## config.mk

```make
export PLATFORM = sky130hd
export DESIGN_NAME = uart_rx_flat
export DESIGN_NICKNAME = d
export VERILOG_FILES = /design/src/rtl/uart_rx_if.sv /design/src/rtl/uart_rx.sv /design/src/flat_wrapper.sv
export SDC_FILE = /design/constraint.sdc
export NUM_CORES = 1
export LEC_CHECK = 0
export ABC_CLOCK_PERIOD_IN_PS = 3290
export CORE_MARGIN = 1
export CORE_UTILIZATION = 65
export DETAILED_ROUTE_END_ITERATION = 8
export DONT_BUFFER_PORTS = 1
export HOLD_SLACK_MARGIN = 0.15
export PLACE_DENSITY = 0.79
export SLEW_MARGIN = 20
export SYNTH_ARGS = -nofsm -noshare
export SYNTH_HDL_FRONTEND = slang
export SYNTH_SLANG_ARGS = --single-unit
```

## constraint.sdc

```tcl
create_clock -name clk -period 3.29 [get_ports clk]
set_clock_uncertainty 0.05 [all_clocks]
set_input_delay 0.8225 -clock clk [delete_from_list [all_inputs] [get_ports clk]]
set_output_delay 0.8225 -clock clk [all_outputs]
set_load 0.03 [all_outputs]
```

## src/rtl/uart_rx_if.sv

```systemverilog
// rtl/uart_rx_if.sv - consumer-side bundle of the uart_rx holding register and error flags
//   rx_data   : received byte, valid while rx_valid=1
//   rx_valid  : holding register full
//   rx_ready  : consumer accepts the byte when rx_valid & rx_ready
//   frame_err : sticky, stop bit sampled low
//   overrun   : sticky, byte completed while the holding register was full and not consumed
//   err_clr   : one-cycle pulse clearing frame_err and overrun
interface uart_rx_if;
    logic [7:0] rx_data;
    logic       rx_valid;
    logic       rx_ready;
    logic       frame_err;
    logic       overrun;
    logic       err_clr;

    modport master (
        output rx_data,
        output rx_valid,
        output frame_err,
        output overrun,
        input  rx_ready,
        input  err_clr
    );

    modport slave (
        input  rx_data,
        input  rx_valid,
        input  frame_err,
        input  overrun,
        output rx_ready,
        output err_clr
    );
endinterface

```

## src/rtl/uart_rx.sv

```systemverilog
// rtl/uart_rx.sv - 8N1 UART receiver with mid-bit sampling, one-byte holding register and sticky error flags
//   clk    : system clock, rising edge
//   resetn : asynchronous active-low reset
//   rx     : serial line, idle high, asynchronous to clk
//   bus    : uart_rx_if.master (rx_data/rx_valid/rx_ready, frame_err, overrun, err_clr)
module uart_rx #(
    parameter int CLK_FREQ     = 50000000,
    parameter int BAUD         = 115200,
    parameter int CLKS_PER_BIT = CLK_FREQ / BAUD
) (
    input  logic       clk,
    input  logic       resetn,
    input  logic       rx,
    uart_rx_if.master  bus
);
    localparam int CW = $clog2(CLKS_PER_BIT);
    localparam logic [CW-1:0] FULL = CW'(CLKS_PER_BIT - 1);
    localparam logic [CW-1:0] HALF = CW'(CLKS_PER_BIT / 2 - 1);

    typedef enum logic [2:0] {IDLE, START, DATA, STOP, WAIT_IDLE} state_t;

    state_t        state, state_n;
    logic [CW-1:0] cnt, cnt_n;
    logic [2:0]    bidx, bidx_n;
    logic [7:0]    shreg, shreg_n;
    logic          rx_m, rx_s;
    logic          sample;
    logic          deliver;
    logic          frame_set;

    logic [7:0]    data_q;
    logic          valid_q;
    logic          ferr_q;
    logic          ovr_q;
    logic          take;
    logic          ovr_set;

    // Two-flop synchronizer; reset to the idle level so reset never looks like a start edge.
    always_ff @(posedge clk or negedge resetn) begin
        if (!resetn) begin
            rx_m <= 1'b1;
            rx_s <= 1'b1;
        end else begin
            rx_m <= rx;
            rx_s <= rx_m;
        end
    end

    always_ff @(posedge clk or negedge resetn) begin
        if (!resetn) begin
            state <= IDLE;
            cnt   <= '0;
            bidx  <= '0;
            shreg <= '0;
        end else begin
            state <= state_n;
            cnt   <= cnt_n;
            bidx  <= bidx_n;
            shreg <= shreg_n;
        end
    end

    assign sample = (cnt == '0);

    always_comb begin
        state_n   = state;
        cnt_n     = cnt;
        bidx_n    = bidx;
        shreg_n   = shreg;
        deliver   = 1'b0;
        frame_set = 1'b0;
        unique case (state)
            IDLE: begin
                if (!rx_s) begin
                    cnt_n   = HALF;
                    state_n = START;
                end
            end
            START: begin
                if (!sample) begin
                    cnt_n = cnt - 1'b1;
                end else if (!rx_s) begin
                    cnt_n   = FULL;
                    bidx_n  = '0;
                    state_n = DATA;
                end else begin
                    // Start bit gone high at its centre: treat as a glitch.
                    state_n = IDLE;
                end
            end
            DATA: begin
                if (!sample) begin
                    cnt_n = cnt - 1'b1;
                end else begin
                    shreg_n = {rx_s, shreg[7:1]};
                    cnt_n   = FULL;
                    bidx_n  = 3'(bidx + 3'd1);
                    if (bidx == 3'd7) begin
                        state_n = STOP;
                    end
                end
            end
            STOP: begin
                if (!sample) begin
                    cnt_n = cnt - 1'b1;
                end else if (rx_s) begin
                    // Back to IDLE at mid-stop-bit so an immediately following start is caught.
                    deliver = 1'b1;
                    state_n = IDLE;
                end else begin
                    frame_set = 1'b1;
                    state_n   = WAIT_IDLE;
                end
            end
            WAIT_IDLE: begin
                // A held-low line (break) must not be mistaken for further start bits.
                if (rx_s) begin
                    state_n = IDLE;
                end
            end
            default: state_n = IDLE;
        endcase
    end

    assign take    = valid_q & bus.rx_ready;
    assign ovr_set = deliver & valid_q & ~bus.rx_ready;

    always_ff @(posedge clk or negedge resetn) begin
        if (!resetn) begin
            data_q  <= 8'h00;
            valid_q <= 1'b0;
            ferr_q  <= 1'b0;
            ovr_q   <= 1'b0;
        end else begin
            if (deliver && !ovr_set) begin
                data_q  <= shreg;
                valid_q <= 1'b1;
            end else if (take) begin
                valid_q <= 1'b0;
            end
            // Setting events take priority over a simultaneous clear.
            ferr_q <= frame_set | (ferr_q & ~bus.err_clr);
            ovr_q  <= ovr_set   | (ovr_q  & ~bus.err_clr);
        end
    end

    assign bus.rx_data   = data_q;
    assign bus.rx_valid  = valid_q;
    assign bus.frame_err = ferr_q;
    assign bus.overrun   = ovr_q;
endmodule

```

## src/flat_wrapper.sv

```systemverilog
// flat-port wrapper written by rule: the top's interface ports become plain ports
module uart_rx_flat 
#(
    parameter int CLK_FREQ     = 50000000,
    parameter int BAUD         = 115200,
    parameter int CLKS_PER_BIT = CLK_FREQ / BAUD
)
  (clk, resetn, rx, bus_rx_data, bus_rx_valid, bus_frame_err, bus_overrun, bus_rx_ready, bus_err_clr);
  uart_rx_if bus_i ();
  input  logic clk;
  input  logic resetn;
  input  logic rx;
  output wire logic [$bits(bus_i.rx_data)-1:0] bus_rx_data;
  output wire logic [$bits(bus_i.rx_valid)-1:0] bus_rx_valid;
  output wire logic [$bits(bus_i.frame_err)-1:0] bus_frame_err;
  output wire logic [$bits(bus_i.overrun)-1:0] bus_overrun;
  input wire logic [$bits(bus_i.rx_ready)-1:0] bus_rx_ready;
  input wire logic [$bits(bus_i.err_clr)-1:0] bus_err_clr;
  assign bus_rx_data = bus_i.rx_data;
  assign bus_rx_valid = bus_i.rx_valid;
  assign bus_frame_err = bus_i.frame_err;
  assign bus_overrun = bus_i.overrun;
  assign bus_i.rx_ready = bus_rx_ready;
  assign bus_i.err_clr = bus_err_clr;
  uart_rx #(.CLK_FREQ(CLK_FREQ), .BAUD(BAUD), .CLKS_PER_BIT(CLKS_PER_BIT)) u_core (.clk(clk), .resetn(resetn), .rx(rx), .bus(bus_i));
endmodule
```

==> results_dict.tcl, run 1 <==
set metrics [dict create \
    portBuffers 0 \
    wl_per_cell_um 17.88 \
    layout_common_cells "34 x dfrtp_1, 11 x nand2_1, 11 x mux2_2, 10 x inv_1, 9 x o21ai_0" \
    drv_cap 0 \
    design.core.area_um2 2567 \
    cp_top_family "simple AND/OR/NAND/NOR gates" \
    netlist_area_um2 1824 \
    die_h_um 54.98 \
    htree_levels 2 \
    ys.flop_type "dfrtp_1" \
    cts_hold_buffers 1 \
    die_area_um2 3022 \
    post_cts_buffers 0 \
    cts.sinks 36 \
    ios 16 \
    fin_tns_setup_ps 0 \
    crit_chain "inv_1 > ha_1 > nor4b_4 > nand2_4 > or3_1 > mux2_4" \
    worstReg2RegStart "u_core.cnt[0]" \
    fillCellCount 171 \
    rsz0062_at_grt "no" \
    synthAdderAreaFrac 0.02058 \
    power.total_mw 0.6898 \
    cts_tree "done" \
    arrival_ps 2570 \
    min_period_ps 2390 \
    clk_latency_ps 340 \
    ys_async_sr_fraction 1.000 \
    gp_congestion 0.9187 \
    grt.overflow.total 0 \
    outcome "finished, final reports clean" \
    startpoint_type "flop" \
    irDropWorstVdd_mv 0.4993 \
    vias_per_cell 6.577 \
    wl_um 3468 \
    avgSynthCellArea_um2 11.12 \
    p_per_area_nw_per_um2 363.7 \
    synth_top_family_by_area "simple AND/OR/NAND/NOR gates" \
    worst_hold_slack_ps 248.9 \
    area_delta_synth_final_pct 3.978 \
    gr-usage-all-layers 0.2690 \
    grt_util_met3 0.1011 \
    max_slew_margin 0.6298 \
    reg2reg_to "u_core.shreg[2]" \
    grt_use_met1 0.3550 \
    synth.distinct_cells 49 \
    min_path_type "in -> async" \
    setup_viol_count_final 0 \
    cp_slowest_cell "or3_1" \
    dp_hpwl_um 2448 \
    crit_fanout 8 \
    grtUsageMet2 0.4096 \
    drc 0 \
    required_ps 3470 \
    first_pass_iters 4 \
    layout_worst_path_cycle_share 0.7265 \
    antenna-diode-count 0 \
    yosysWarnings 0 \
    yosys.area_share.simple 0.1598 \
    worst_pin_slew_ps 554.0 \
    cts-root-buf "clkbuf_4" \
    crit_path_end "u_core.shreg[2]" \
    syn_inst 164 \
    path_clk_slew_ps 110 \
    end_kind "flop" \
    leakage_nw 0.9039 \
    startpoint "u_core.cnt[0]" \
    synth_compound_area_frac 0.1591 \
    die_w_um 54.98 \
    synth_edf_count 0 \
    vias 1276 \
    hold_viol_final 0 \
    yosysSeqAreaShare 0.4952 \
    cts_buffers 5 \
    synthMuxAreaShare 0.1173 \
    grt_first_pass_wirelength_um 5644 \
    final_common_cell "dfrtp_1" \
    placed_area_um2 1821 \
    crit_path_max_incr_delay_ps 550 \
    register_area_um2 903.4 \
    drive_gt1_frac 0.2134 \
    ys_seq_elements 36 \
    synthXorXnorAreaFrac 0.004801 \
    design_area_um2 1897 \
    num_rows 18 \
    cp.depth 6 \
    critPathBufInv 1 \
    setup_slack_ps 899.7 \
    rr_worst_depth 6 \
    grt_max_degree 35 \
    nets 171 \
    cts_buffer_depth 2 \
    gr-max-usage-layer "met2" \
    first_iter_violations 49 \
    cts_resized 0 \
    ant_nets 0 \
    slew_violations 0 \
    antenna_found_initial 0 \
    synth_nets 172 \
    rrSetupSlack_ps 900 \
    max_freq_ghz 0.4184 \
    initial_core_util 0.7105 \
    grt_pass1_vias 1228 \
    critical_path_class "reg -> reg" \
    multi_input_area_um2 842.1 \
    pre_cts_ws_ps 943.9 \
]
==> how the worst min path moves through the flow <==
stage          slack [ps]  cells past startpoint                   end         from
4_1_cts               250                      1  u_core.bus.frame_err       resetn
3_5_place_dp          300                      0           u_core.rx_s  u_core.rx_m
3_3_place_gp          300                      0           u_core.rx_s  u_core.rx_m
6_report              250                      1         u_core.cnt[5]       resetn
2_1_floorplan         300                      0           u_core.rx_s  u_core.rx_m
5_1_grt               230                      0           u_core.rx_m       resetn
==> logic make-up after synthesis <==
logic type	count (synthesis)
compound gates	41
xor+xnor	1
fa+ha+maj	3
buf+inv	19
flops	36
mux	17
simple gates	47
==> synth_stat cells, types with 2 or more instances <==
cell / number / area [um^2]
nand3_1: 6 / 30.03
inv_1: 10 / 37.54
a21oi_1: 4 / 20.02
ha_1: 3 / 37.54
clkbuf_1: 8 / 30.03
o22ai_1: 3 / 18.77
nor3b_1: 2 / 15.01
mux2_4: 6 / 90.09
or3_1: 4 / 25.02
a21boi_0: 2 / 15.01
o21ai_0: 9 / 45.04
mux2_2: 11 / 123.9
a31oi_1: 2 / 12.51
a221oi_1: 3 / 26.28
dfrtp_1: 34 / 850.8
nor2_1: 8 / 30.03
o31ai_1: 2 / 15.01
dfstp_2: 2 / 52.55
a22o_1: 2 / 17.52
nand2_1: 11 / 41.29
nor3_1: 4 / 20.02
==> per-stage QoR <==
step / std cells / util
2_1_floorplan: 164 / -
3_3_place_gp: 185 / 0.7091
3_5_place_dp: 185 / 0.7091
4_1_cts: 194 / 0.7388
5_1_grt: 194 / 0.7388
6_report: 194 / 0.7388
==> state kept, by name, indices dropped and copies added (netlist names) <==
register / flops
u_core.bidx: 3
u_core.bus.frame_err: 1
u_core.bus.overrun: 1
u_core.bus.rx_data: 8
u_core.bus.rx_valid: 1
u_core.cnt: 9
u_core.rx_m: 1
u_core.rx_s: 1
u_core.shreg: 8
u_core.state: 3
==> layer usage <==
layer | vias to the layer above | wire, um
met5 | - | 0
met4 | 0 | 49
met3 | 7 | 259
met2 | 50 | 1648
met1 | 620 | 1510
li1 | 599 | -
==> power by group <==
group / leakage [nW] / internal, mW / switching (mW)
combinational: 0.391 / 0.00417 / 0.00936
clock: 0.0349 / 0.0820 / 0.147
sequential: 0.478 / 0.445 / 0.00248
total: 0.904 / 0.531 / 0.159
==> final cells by class <==
type | instances | share of cell area
sequential | 36 | 0.4763
timing repair buffer | 1 | 0.01055
inverter | 10 | 0.01979
tap | 30 | 0.01979
multi-input combinational | 109 | 0.4439
clock buffer | 5 | 0.01979
clock inverter | 3 | 0.009894
Power figures use the tool's default switching activity.
==> inputs of run 2 (changes only) <==
--- a/config.mk
+++ b/config.mk
@@ -5,13 +5,13 @@
 export SDC_FILE = /design/constraint.sdc
 export NUM_CORES = 1
 export LEC_CHECK = 0
-export ABC_CLOCK_PERIOD_IN_PS = 3290
+export ABC_CLOCK_PERIOD_IN_PS = 2500
 export CORE_MARGIN = 1
-export CORE_UTILIZATION = 65
+export CORE_UTILIZATION = 62
 export DETAILED_ROUTE_END_ITERATION = 8
 export DONT_BUFFER_PORTS = 1
 export HOLD_SLACK_MARGIN = 0.15
-export PLACE_DENSITY = 0.79
+export PLACE_DENSITY = 0.76
 export SLEW_MARGIN = 20
 export SYNTH_ARGS = -nofsm -noshare
 export SYNTH_HDL_FRONTEND = slang
==> constraint.sdc (replaced) <==
create_clock -name clk -period 2.5 [get_ports clk]
set_clock_uncertainty 0.05 [all_clocks]
set_input_delay 0.625 -clock clk [delete_from_list [all_inputs] [get_ports clk]]
set_output_delay 0.625 -clock clk [all_outputs]
set_load 0.03 [all_outputs]
==> run 2 against run 1 <==
  * Fmax grew 2.0%
  * Worst hold slack worse by 27 ps
  * Clock power up 40%
  * Clock-buffer cell count up 1
  * Global-route usage decreased by 1.6 points
  * Routed wire length shrank 0.23%
  * Critical endpoint is now u_core.cnt[6]
  * Largest cell class unchanged
==> results_dict.tcl, run 2 (synthesis gave the netlist of run 1 again) <==
set metrics [dict create \
    cts_resized 0 \
    largest_reg_flops 9 \
    cts-root-buf "clkbuf_4" \
    rr_worst_depth 6 \
    slew_violations 0 \
    drc 0 \
    first_pass_iters 5 \
    ant_nets 0 \
    crit_fanout 8 \
    die_h_um 56.25 \
    vias_per_cell 6.570 \
    fin_tns_setup_ps 0 \
    setup_slack_ps 156.7 \
    min_path_type "in -> reg" \
    drv_cap 0 \
    p_per_area_nw_per_um2 478.3 \
    path_clk_slew_ps 100 \
    hold_viol_final 0 \
    design.core.area_um2 2781 \
    rsz0062_at_grt "no" \
    reg2reg_to "u_core.cnt[6]" \
    critical_path_class "reg -> reg" \
    arrival_ps 2480 \
    end_kind "flop" \
    top_register "u_core.cnt" \
    portBuffers 0 \
    startpoint_type "flop" \
    worst_hold_slack_ps 221.9 \
    gr-usage-all-layers 0.2526 \
    clk_latency_ps 340 \
    grt_max_degree 37 \
    fillCellCount 198 \
    cp_top_family "compound AO/OA/AOI/OAI gates" \
    crit_chain "inv_1 > ha_1 > or4b_1 > o21ai_0 > a21o_1 > a221oi_1" \
    num_rows 19 \
    setup_viol_count_final 0 \
    cts.sinks 36 \
    ios 16 \
    leakage_nw 0.9317 \
    pre_cts_ws_ps 228.5 \
    crit_path_max_incr_delay_ps 530 \
    wl_per_cell_um 17.30 \
    layout_common_cells "34 x dfrtp_1, 11 x nand2_1, 11 x mux2_2, 10 x inv_1, 9 x o21ai_0" \
    area_delta_synth_final_pct 6.516 \
    grt_first_pass_wirelength_um 5954 \
    max_freq_ghz 0.4267 \
    antenna-diode-count 0 \
    cts_buffers 5 \
    cts_tree "done" \
    outcome "finished, final reports clean" \
    vias 1314 \
    first_iter_violations 55 \
    htree_levels 2 \
    initial_core_util 0.6559 \
    rrSetupSlack_ps 160 \
    cts_buffer_depth 2 \
    max_slew_margin 0.6541 \
    die_area_um2 3164 \
    nets 176 \
    instances_no_fill 200 \
    cp.depth 6 \
    wl_um 3460 \
    cp_slowest_cell "or4b_1" \
    required_ps 2640 \
    antenna_found_initial 0 \
    drive_gt1_frac 0.2308 \
    crit_path_end "u_core.cnt[6]" \
    die_w_um 56.25 \
    min_period_ps 2343 \
    startpoint "u_core.cnt[0]" \
    worst_pin_slew_ps 514.9 \
    dp_hpwl_um 2473 \
    irDropWorstVdd_mv 0.4250 \
    grt_pass1_vias 1221 \
    layout_worst_path_cycle_share 0.9373 \
    dp_cells 190 \
    worstReg2RegStart "u_core.cnt[0]" \
    gp_congestion 0.9372 \
    final_common_cell "dfrtp_1" \
    critPathBufInv 1 \
    grt.overflow.total 0 \
]
-- run 2: cell types whose count changed in the layout (fill, tap and decap cells not counted) --
cell / delta
buf_4: +4
clkbuf_8: +1
clkinv_4: -1
dlygate4sd3_1: +1
-- run 2: how the worst min path moves through the flow --
stage | start | to | slack [ps] | depth (start not counted)
floorplan | resetn | u_core.bidx[0] | 280 | 0
global placement | resetn | u_core.cnt[4] | 280 | 0
detailed placement | resetn | u_core.cnt[4] | 280 | 0
CTS | rx | u_core.rx_m | 210 | 0
global route | rx | u_core.rx_m | 200 | 0
finish | rx | u_core.rx_m | 220 | 0
-- run 2: power by group --
group          total, mW  leakage, nW  internal (mW)  switching (mW)
clock network      0.321       0.0380          0.134           0.187
registers          0.588        0.478          0.585         0.00316
logic             0.0205        0.416        0.00644          0.0140
-- run 2: area by class of cell --
| cell class | count | area (um^2) | share of cell area |
|---|---|---|---|
| repair buffers | 6 | 60.06 | 0.03091 |
| clock inverters | 2 | 10.01 | 0.005151 |
| clock buffers | 6 | 51.30 | 0.02640 |
| multi-input cells | 109 | 842.1 | 0.4334 |
| inverters | 10 | 37.54 | 0.01932 |
| flip-flops and latches | 36 | 903.4 | 0.4649 |
| well taps | 31 | 38.79 | 0.01996 |
-- run 2: what timing repair did --
item | in CTS | in global routing
hold buffers | 2 | 0
setup endpoints to repair | 0 | 0
hold endpoints to repair | 36 | 0
setup buffers | 0 | 0
-- run 2: per-layer routing --
layer	up-vias	track usage	part of all wire
met5	-	0	0
met4	0	0.1185	0.025
met3	12	0.05581	0.066
met2	58	0.3520	0.45
met1	631	0.3746	0.46
li1	613	-	-
-- run 2: stage by stage --
| stage | cell area, um^2 | power, mW | utilization |
|---|---|---|---|
| final | 1943 | 0.9293 | 0.6986 |
| after global routing | 1943 | 0.9689 | 0.6986 |
| after CTS | 1943 | 0.9364 | 0.6986 |
| after detailed placement | 1852 | 0.6043 | 0.6658 |
| after global placement | 1852 | 0.6045 | 0.6658 |
| after floorplan | 1824 | 0.6029 | - |
==> inputs of run 3 (changes only) <==
--- a/config.mk
+++ b/config.mk
@@ -10,9 +10,10 @@
 export CORE_UTILIZATION = 62
 export DETAILED_ROUTE_END_ITERATION = 8
 export DONT_BUFFER_PORTS = 1
-export HOLD_SLACK_MARGIN = 0.15
+export HOLD_SLACK_MARGIN = 0.1
 export PLACE_DENSITY = 0.76
 export SLEW_MARGIN = 20
 export SYNTH_ARGS = -nofsm -noshare
 export SYNTH_HDL_FRONTEND = slang
 export SYNTH_SLANG_ARGS = --single-unit
+export TNS_END_PERCENT = 100
==> results of run 3 <==
Final layout, timing and power as in run 2 (identical DEF).
